[src/rtl/calculator_pkg.sv]
// Shared types and constants for the calculator sequencing logic.
package calculator_pkg;

    typedef enum logic [1:0] {
        S_ENTRY_A = 2'd0,
        S_OP      = 2'd1,
        S_ENTRY_B = 2'd2,
        S_RESULT  = 2'd3
    } state_t;

    typedef enum logic {
        OP_ADD = 1'b0,
        OP_SUB = 1'b1
    } op_t;

    localparam int SLIDER_N = 4;

endpackage

[src/rtl/calculator_edge_detect.sv]
// Rising-edge detector for one debounced button level; history resets to 1 so a
// button already held when reset releases does not count as a press.
module calculator_edge_detect (
    input  logic clk,
    input  logic rst_n,
    input  logic level_i,
    output logic press_o
);

    logic hist_q;

    always_ff @(posedge clk or negedge rst_n) begin
        if (!rst_n) hist_q <= 1'b1;
        else        hist_q <= level_i;
    end

    assign press_o = level_i & ~hist_q;

endmodule

[src/rtl/calculator_control.sv]
// Calculator sequencing FSM: captures two 4-bit operands, applies add/sub with
// carry/borrow, supports chaining from the last result, and registers the display.
module calculator_control
    import calculator_pkg::*;
#(
    parameter int WIDTH = 8
) (
    input  logic             clk,
    input  logic             reset,
    input  logic             button_clr,
    input  logic             button_ent,
    input  logic             button_add,
    input  logic             button_sub,
    input  logic             slider_1,
    input  logic             slider_2,
    input  logic             slider_3,
    input  logic             slider_4,
    output logic [WIDTH-1:0] display,
    output logic [1:0]       state_code,
    output logic             op_is_sub,
    output logic             overflow,
    output logic             result_valid
);

    logic press_clr, press_ent, press_add, press_sub;
    logic clr_p, ent_p, add_p, sub_p;

    calculator_edge_detect u_ed_clr (.clk(clk), .rst_n(reset), .level_i(button_clr), .press_o(press_clr));
    calculator_edge_detect u_ed_ent (.clk(clk), .rst_n(reset), .level_i(button_ent), .press_o(press_ent));
    calculator_edge_detect u_ed_add (.clk(clk), .rst_n(reset), .level_i(button_add), .press_o(press_add));
    calculator_edge_detect u_ed_sub (.clk(clk), .rst_n(reset), .level_i(button_sub), .press_o(press_sub));

    // Only the highest-priority press in a cycle survives: clr > ent > add > sub.
    assign clr_p = press_clr;
    assign ent_p = press_ent & ~press_clr;
    assign add_p = press_add & ~press_clr & ~press_ent;
    assign sub_p = press_sub & ~press_clr & ~press_ent & ~press_add;

    logic [SLIDER_N-1:0] slider_nib;
    logic [WIDTH-1:0]    slider_val;
    assign slider_nib = {slider_4, slider_3, slider_2, slider_1};
    assign slider_val = WIDTH'(slider_nib);

    state_t           state_q, state_d;
    op_t              op_q, op_d;
    logic [WIDTH-1:0] opa_q, opa_d;
    logic [WIDTH-1:0] res_q, res_d;
    logic [WIDTH-1:0] disp_q, disp_d;
    logic             ovf_q, ovf_d;
    logic             valid_q;
    logic [WIDTH:0]   sum;
    logic [WIDTH-1:0] diff;

    assign sum  = {1'b0, opa_q} + {1'b0, slider_val};
    assign diff = opa_q - slider_val;

    always_ff @(posedge clk or negedge reset) begin
        if (!reset) begin
            state_q <= S_ENTRY_A;
            op_q    <= OP_ADD;
            opa_q   <= '0;
            res_q   <= '0;
            disp_q  <= '0;
            ovf_q   <= 1'b0;
            valid_q <= 1'b0;
        end else begin
            state_q <= state_d;
            op_q    <= op_d;
            opa_q   <= opa_d;
            res_q   <= res_d;
            disp_q  <= disp_d;
            ovf_q   <= ovf_d;
            valid_q <= (state_d == S_RESULT);
        end
    end

    always_comb begin
        state_d = state_q;
        op_d    = op_q;
        opa_d   = opa_q;
        res_d   = res_q;
        ovf_d   = ovf_q;
        if (clr_p) begin
            state_d = S_ENTRY_A;
            op_d    = OP_ADD;
            opa_d   = '0;
            res_d   = '0;
            ovf_d   = 1'b0;
        end else begin
            unique case (state_q)
                S_ENTRY_A: begin
                    if (ent_p) begin
                        opa_d   = slider_val;
                        state_d = S_OP;
                    end
                end
                S_OP: begin
                    if (add_p) begin
                        op_d    = OP_ADD;
                        state_d = S_ENTRY_B;
                    end else if (sub_p) begin
                        op_d    = OP_SUB;
                        state_d = S_ENTRY_B;
                    end
                end
                S_ENTRY_B: begin
                    if (ent_p) begin
                        if (op_q == OP_SUB) begin
                            res_d = diff;
                            ovf_d = (opa_q < slider_val);
                        end else begin
                            res_d = sum[WIDTH-1:0];
                            ovf_d = sum[WIDTH];
                        end
                        state_d = S_RESULT;
                    end else if (add_p) begin
                        op_d = OP_ADD;
                    end else if (sub_p) begin
                        op_d = OP_SUB;
                    end
                end
                S_RESULT: begin
                    // Chain: last result becomes the first operand of the next op.
                    if (add_p || sub_p) begin
                        opa_d   = res_q;
                        op_d    = sub_p ? OP_SUB : OP_ADD;
                        ovf_d   = 1'b0;
                        state_d = S_ENTRY_B;
                    end
                end
                default: state_d = S_ENTRY_A;
            endcase
        end
    end

    always_comb begin
        disp_d = slider_val;
        unique case (state_d)
            S_OP:     disp_d = opa_d;
            S_RESULT: disp_d = res_d;
            default:  disp_d = slider_val;
        endcase
    end

    assign display      = disp_q;
    assign state_code   = state_q;
    assign op_is_sub    = (op_q == OP_SUB);
    assign overflow     = ovf_q;
    assign result_valid = valid_q;

endmodule

[config.mk]
export PLATFORM = sky130hd
export DESIGN_NAME = calculator_control
export DESIGN_NICKNAME = d
export VERILOG_FILES = /design/src/rtl/calculator_pkg.sv /design/src/rtl/calculator_edge_detect.sv /design/src/rtl/calculator_control.sv
export SDC_FILE = /design/constraint.sdc
export NUM_CORES = 1
export LEC_CHECK = 0
export ABC_AREA = 1
export ABC_CLOCK_PERIOD_IN_PS = 1700
export CAP_MARGIN = 15
export CORE_ASPECT_RATIO = 0.8
export CORE_UTILIZATION = 53
export CTS_BUF_LIST = sky130_fd_sc_hd__clkbuf_8
export CTS_CLUSTER_SIZE = 8
export DETAILED_ROUTE_END_ITERATION = 12
export GPL_ROUTABILITY_DRIVEN = 0
export GPL_TIMING_DRIVEN = 0
export PLACE_DENSITY = 0.79
export SLEW_MARGIN = 20
export SYNTH_ARGS = -nofsm -noshare
export SYNTH_HDL_FRONTEND = slang
export SYNTH_SLANG_ARGS = --single-unit
[constraint.sdc]
create_clock -name clk -period 1.7 [get_ports clk]
set_clock_uncertainty 0.1 [all_clocks]
set_input_delay 0.51 -clock clk [delete_from_list [all_inputs] [get_ports clk]]
set_output_delay 0.51 -clock clk [all_outputs]
set_load 0.1 [all_outputs]
==> summary.md <==
| Metric | Value |
|---|---|
| Status | finished with violations |
| Violated checks | setup timing |
| Clock transition at path regs | 70 ps |
| Initial DRC count | 206 |
| Layout cells sized above 1 | 0.445 |
| Sinks on Clock Net | 33 |
| Core Util, Final | 0.817 |
| Max-Cap Viols | 0 |
| Total wire length | about 6300 um |
| Die Span Y | slightly below 60 um |
| GRT Residual Overflow | 0 |
| Fin nets | 359 |
| Largest net degree at the start of global routing | 20 |
| First-pass GRT wire length | between 9000 and 10000 um |
| RSZ-0062 raised after global routing | yes |
| CP max stage delay | approximately 420 ps |
| Complex-gate fraction of the synthesized area | 0.0998 |
| Leak | 1.52 nW |
| WL/cell | around 16 um |
| Cell taking the most area after synthesis | dfrtp_1 |
| Seq cells post-synth | 33 |
| Post-Synth Simple-Gate Area | 0.322 |
| DP Cell Count | 354 |
| Area contributors post-synth | dfrtp_1 (34%), nand2_1 (17%), ha_1 (7.7%), inv_1 (6.2%), nand3_1 (5.2%) |
| CTS tree | yes |
| Slowest CP cell | dfrtp_1 |
| Tot Pwr | 5.08 mW |
| Core region area | 3800 um^2 |
| Commonest non-fill, non-tap cell in the layout | nand2_1 |
| WP data arrival | roughly 2200 ps |
| Mux share of post-synthesis cell area | 0.00475 |
| Crit path time final | 2030 ps |
| Worst path cell trace | inv_2, ha_4, inv_2, fa_2, buf_4, nand2_2, o21ai_2, or2_1, nand3_2, nand4_1, o21ai_2, nand2_1, nand3_1 |
| Period utilisation layout | 1.19 |
| Layout area overhead | 47.7% |
| Worst setup margin | -328 ps |
| Synth unique cells | 31 |
| Synth warn | 0 |
| IO Pins | 23 |
| Maximum vdd drop | 0.00190 V |
| Post-synthesis adder-cell area fraction | 0.0963 |
| Post-synthesis xor/xnor area fraction | 0.00416 |
| Synthesized instance count | 276 |
| Fmax | slightly below 500 MHz |
| Total inserted antenna cells | 0 |
| Crit-path max FO | 3 |
| DIE WIDTH | 72.5 um |
| Initial Util | 0.554 |
| # hold bufs at CTS | 0 |
| Num CTS Buffers | 5 |
| Drt pass-1 iters | 4 |
| Number of port buffers | 22 |
| H-Tree Depth | 2 |
| Pre-CTS WS | -1030 ps |
| Largest family of logic cells by synthesized area | simple AND/OR/NAND/NOR gates |
| Most frequent cells in the layout | nand2_1 (77), inv_1 (25), dfrtp_1 (24) |
| Worst setup SP type | register |
| Final setup fails | 20 |
| Clock root buffer | clkbuf_8 |
| Worst-margin pin slew | 489 ps |
| Row cnt | 20 |
| Longest Clk Path Bufs | 2 |
| DRC viols | 0 |
| Pwr Density | 1630 nW/um^2 |
| Fin. max-slew vios | 0 |
| Worst setup EP type | register |
| Slew HR | 0.676 |
| Vias in the first global route | 1914 |
| Layout Cells excl Fill | 390 |
| Overall routing resource usage | 0.294 |
| Via count | 2165 |
| Post-DP HPWL | between 3000 and 4000 um |
| Cell Area, Synth | 2110 um^2 |
| Vias/cell | 5.55 |
| Syn_nets | 301 |
| Mean area per synthesized cell | 7.63 um^2 |
| Fin. Hold Viols | 0 |
| Post-synthesis sequential area ratio | 0.395 |
| DIE AREA | 4230 um^2 |
| Top cell type's share of synthesized area | 0.345 |
| Initial antenna violation count | 0 |
| HP Class | in2async |
| Clock latency on the worst-skew pair | 290 ps |
| WP data required | between 1500 and 2000 ps |
| ANT nets after route | 0 |
| Final TNS setup | -2950 ps |
| WS Path Type | reg2reg |
-- metal layers --
metal  vias up  wire length [um]  GRT usage
met5         -                 0          0
li1       1005                 -          -
met3        19               499     0.0805
met1      1032              2710      0.408
met2       109              2980      0.437
met4         0               129      0.123
-- power breakdown --
part	switching, mW	total, mW	internal [mW]	leakage (nW)
Sequential	0.164	1.15	0.984	0.423
Combinational	2.00	3.15	1.15	1.04
Clock	0.305	0.777	0.472	0.0626
Total	2.47	5.08	2.61	1.52
-- cells in the mapped netlist (all sizes together) --
| library cell | n |
|---|---|
| a21boi | 3 |
| a21oi | 13 |
| buf | 3 |
| clkbuf | 1 |
| dfrtp | 29 |
| dfstp | 4 |
| fa | 2 |
| ha | 13 |
| inv | 39 |
| mux2i | 1 |
| nand2 | 100 |
| nand3 | 24 |
| nand4 | 6 |
| nor2 | 12 |
| nor3 | 5 |
| o21ai | 15 |
| o221ai | 1 |
| o22ai | 1 |
| o311ai | 1 |
| o32ai | 1 |
| or2 | 1 |
| xnor2 | 1 |
-- registers in the layout, indices dropped and copies added, names as in the netlist, 2 cells and up --
signal,count
res_q,8
state_code,2
display,8
opa_q,8
-- cells by family (layout without fill, tap and decap cells) --
| logic type | count (synthesis) | count (layout) |
|---|---|---|
| muxes | 1 | 1 |
| AOI/OAI and AO/OA | 35 | 35 |
| buffers and inverters | 43 | 101 |
| DFF | 33 | 33 |
| adders and majority gates | 15 | 15 |
| and+or+nand+nor | 148 | 149 |
| xor gates and xnor gates | 1 | 1 |
-- stage by stage --
| step | hold slack, ps | cell area [um^2] |
|---|---|---|
| after global placement | 366 | 2560 |
| after CTS | 43.6 | 2780 |
| after detailed placement | 355 | 2580 |
| after floorplan | 114 | 2270 |
| final | 35.6 | 3110 |
| after global routing | 60.7 | 3110 |
-- what timing repair did --
action,in CTS,in global routing
endpoints found under the hold margin,0,0
setup buffers,11,18
gates cloned,1,0
endpoints found under the setup margin,42,27
gates resized for setup,109,53
pin swaps,13,25
-- area by class of cell --
| type | instances | area [um^2] |
|---|---|---|
| multi-input combinational | 201 | 1450 |
| sequential | 33 | 842 |
| fill | 226 | 694 |
| timing repair buffer | 51 | 434 |
| inverter | 39 | 175 |
| clock buffer | 6 | 82.6 |
| tap | 55 | 68.8 |
| clock inverter | 2 | 33.8 |
| buffer | 3 | 21.3 |
-- final timing paths --
check,end,depth (start not counted),startpoint,slack (ps)
worst max-delay path,display[2],13,opa_q[0],-330
worst min-delay path,opa_q[1],1,reset,40
worst max register to register,display[2],13,opa_q[0],-330
worst min register to register,overflow,2,overflow,390
max in group asynchronous,u_ed_clr.hist_q,2,reset,950
min in group clk,u_ed_ent.hist_q,1,button_ent,260
-- worst max-delay path: cells and delay by family (launching register included) --
kind | cells | cell delay [ps]
fa+ha+maj | 2 | 460
buf+inv | 3 | 260
compound gates | 2 | 170
simple gates | 6 | 570
flops | 1 | 420
Note: power is estimated with default switching activity, not from simulation.
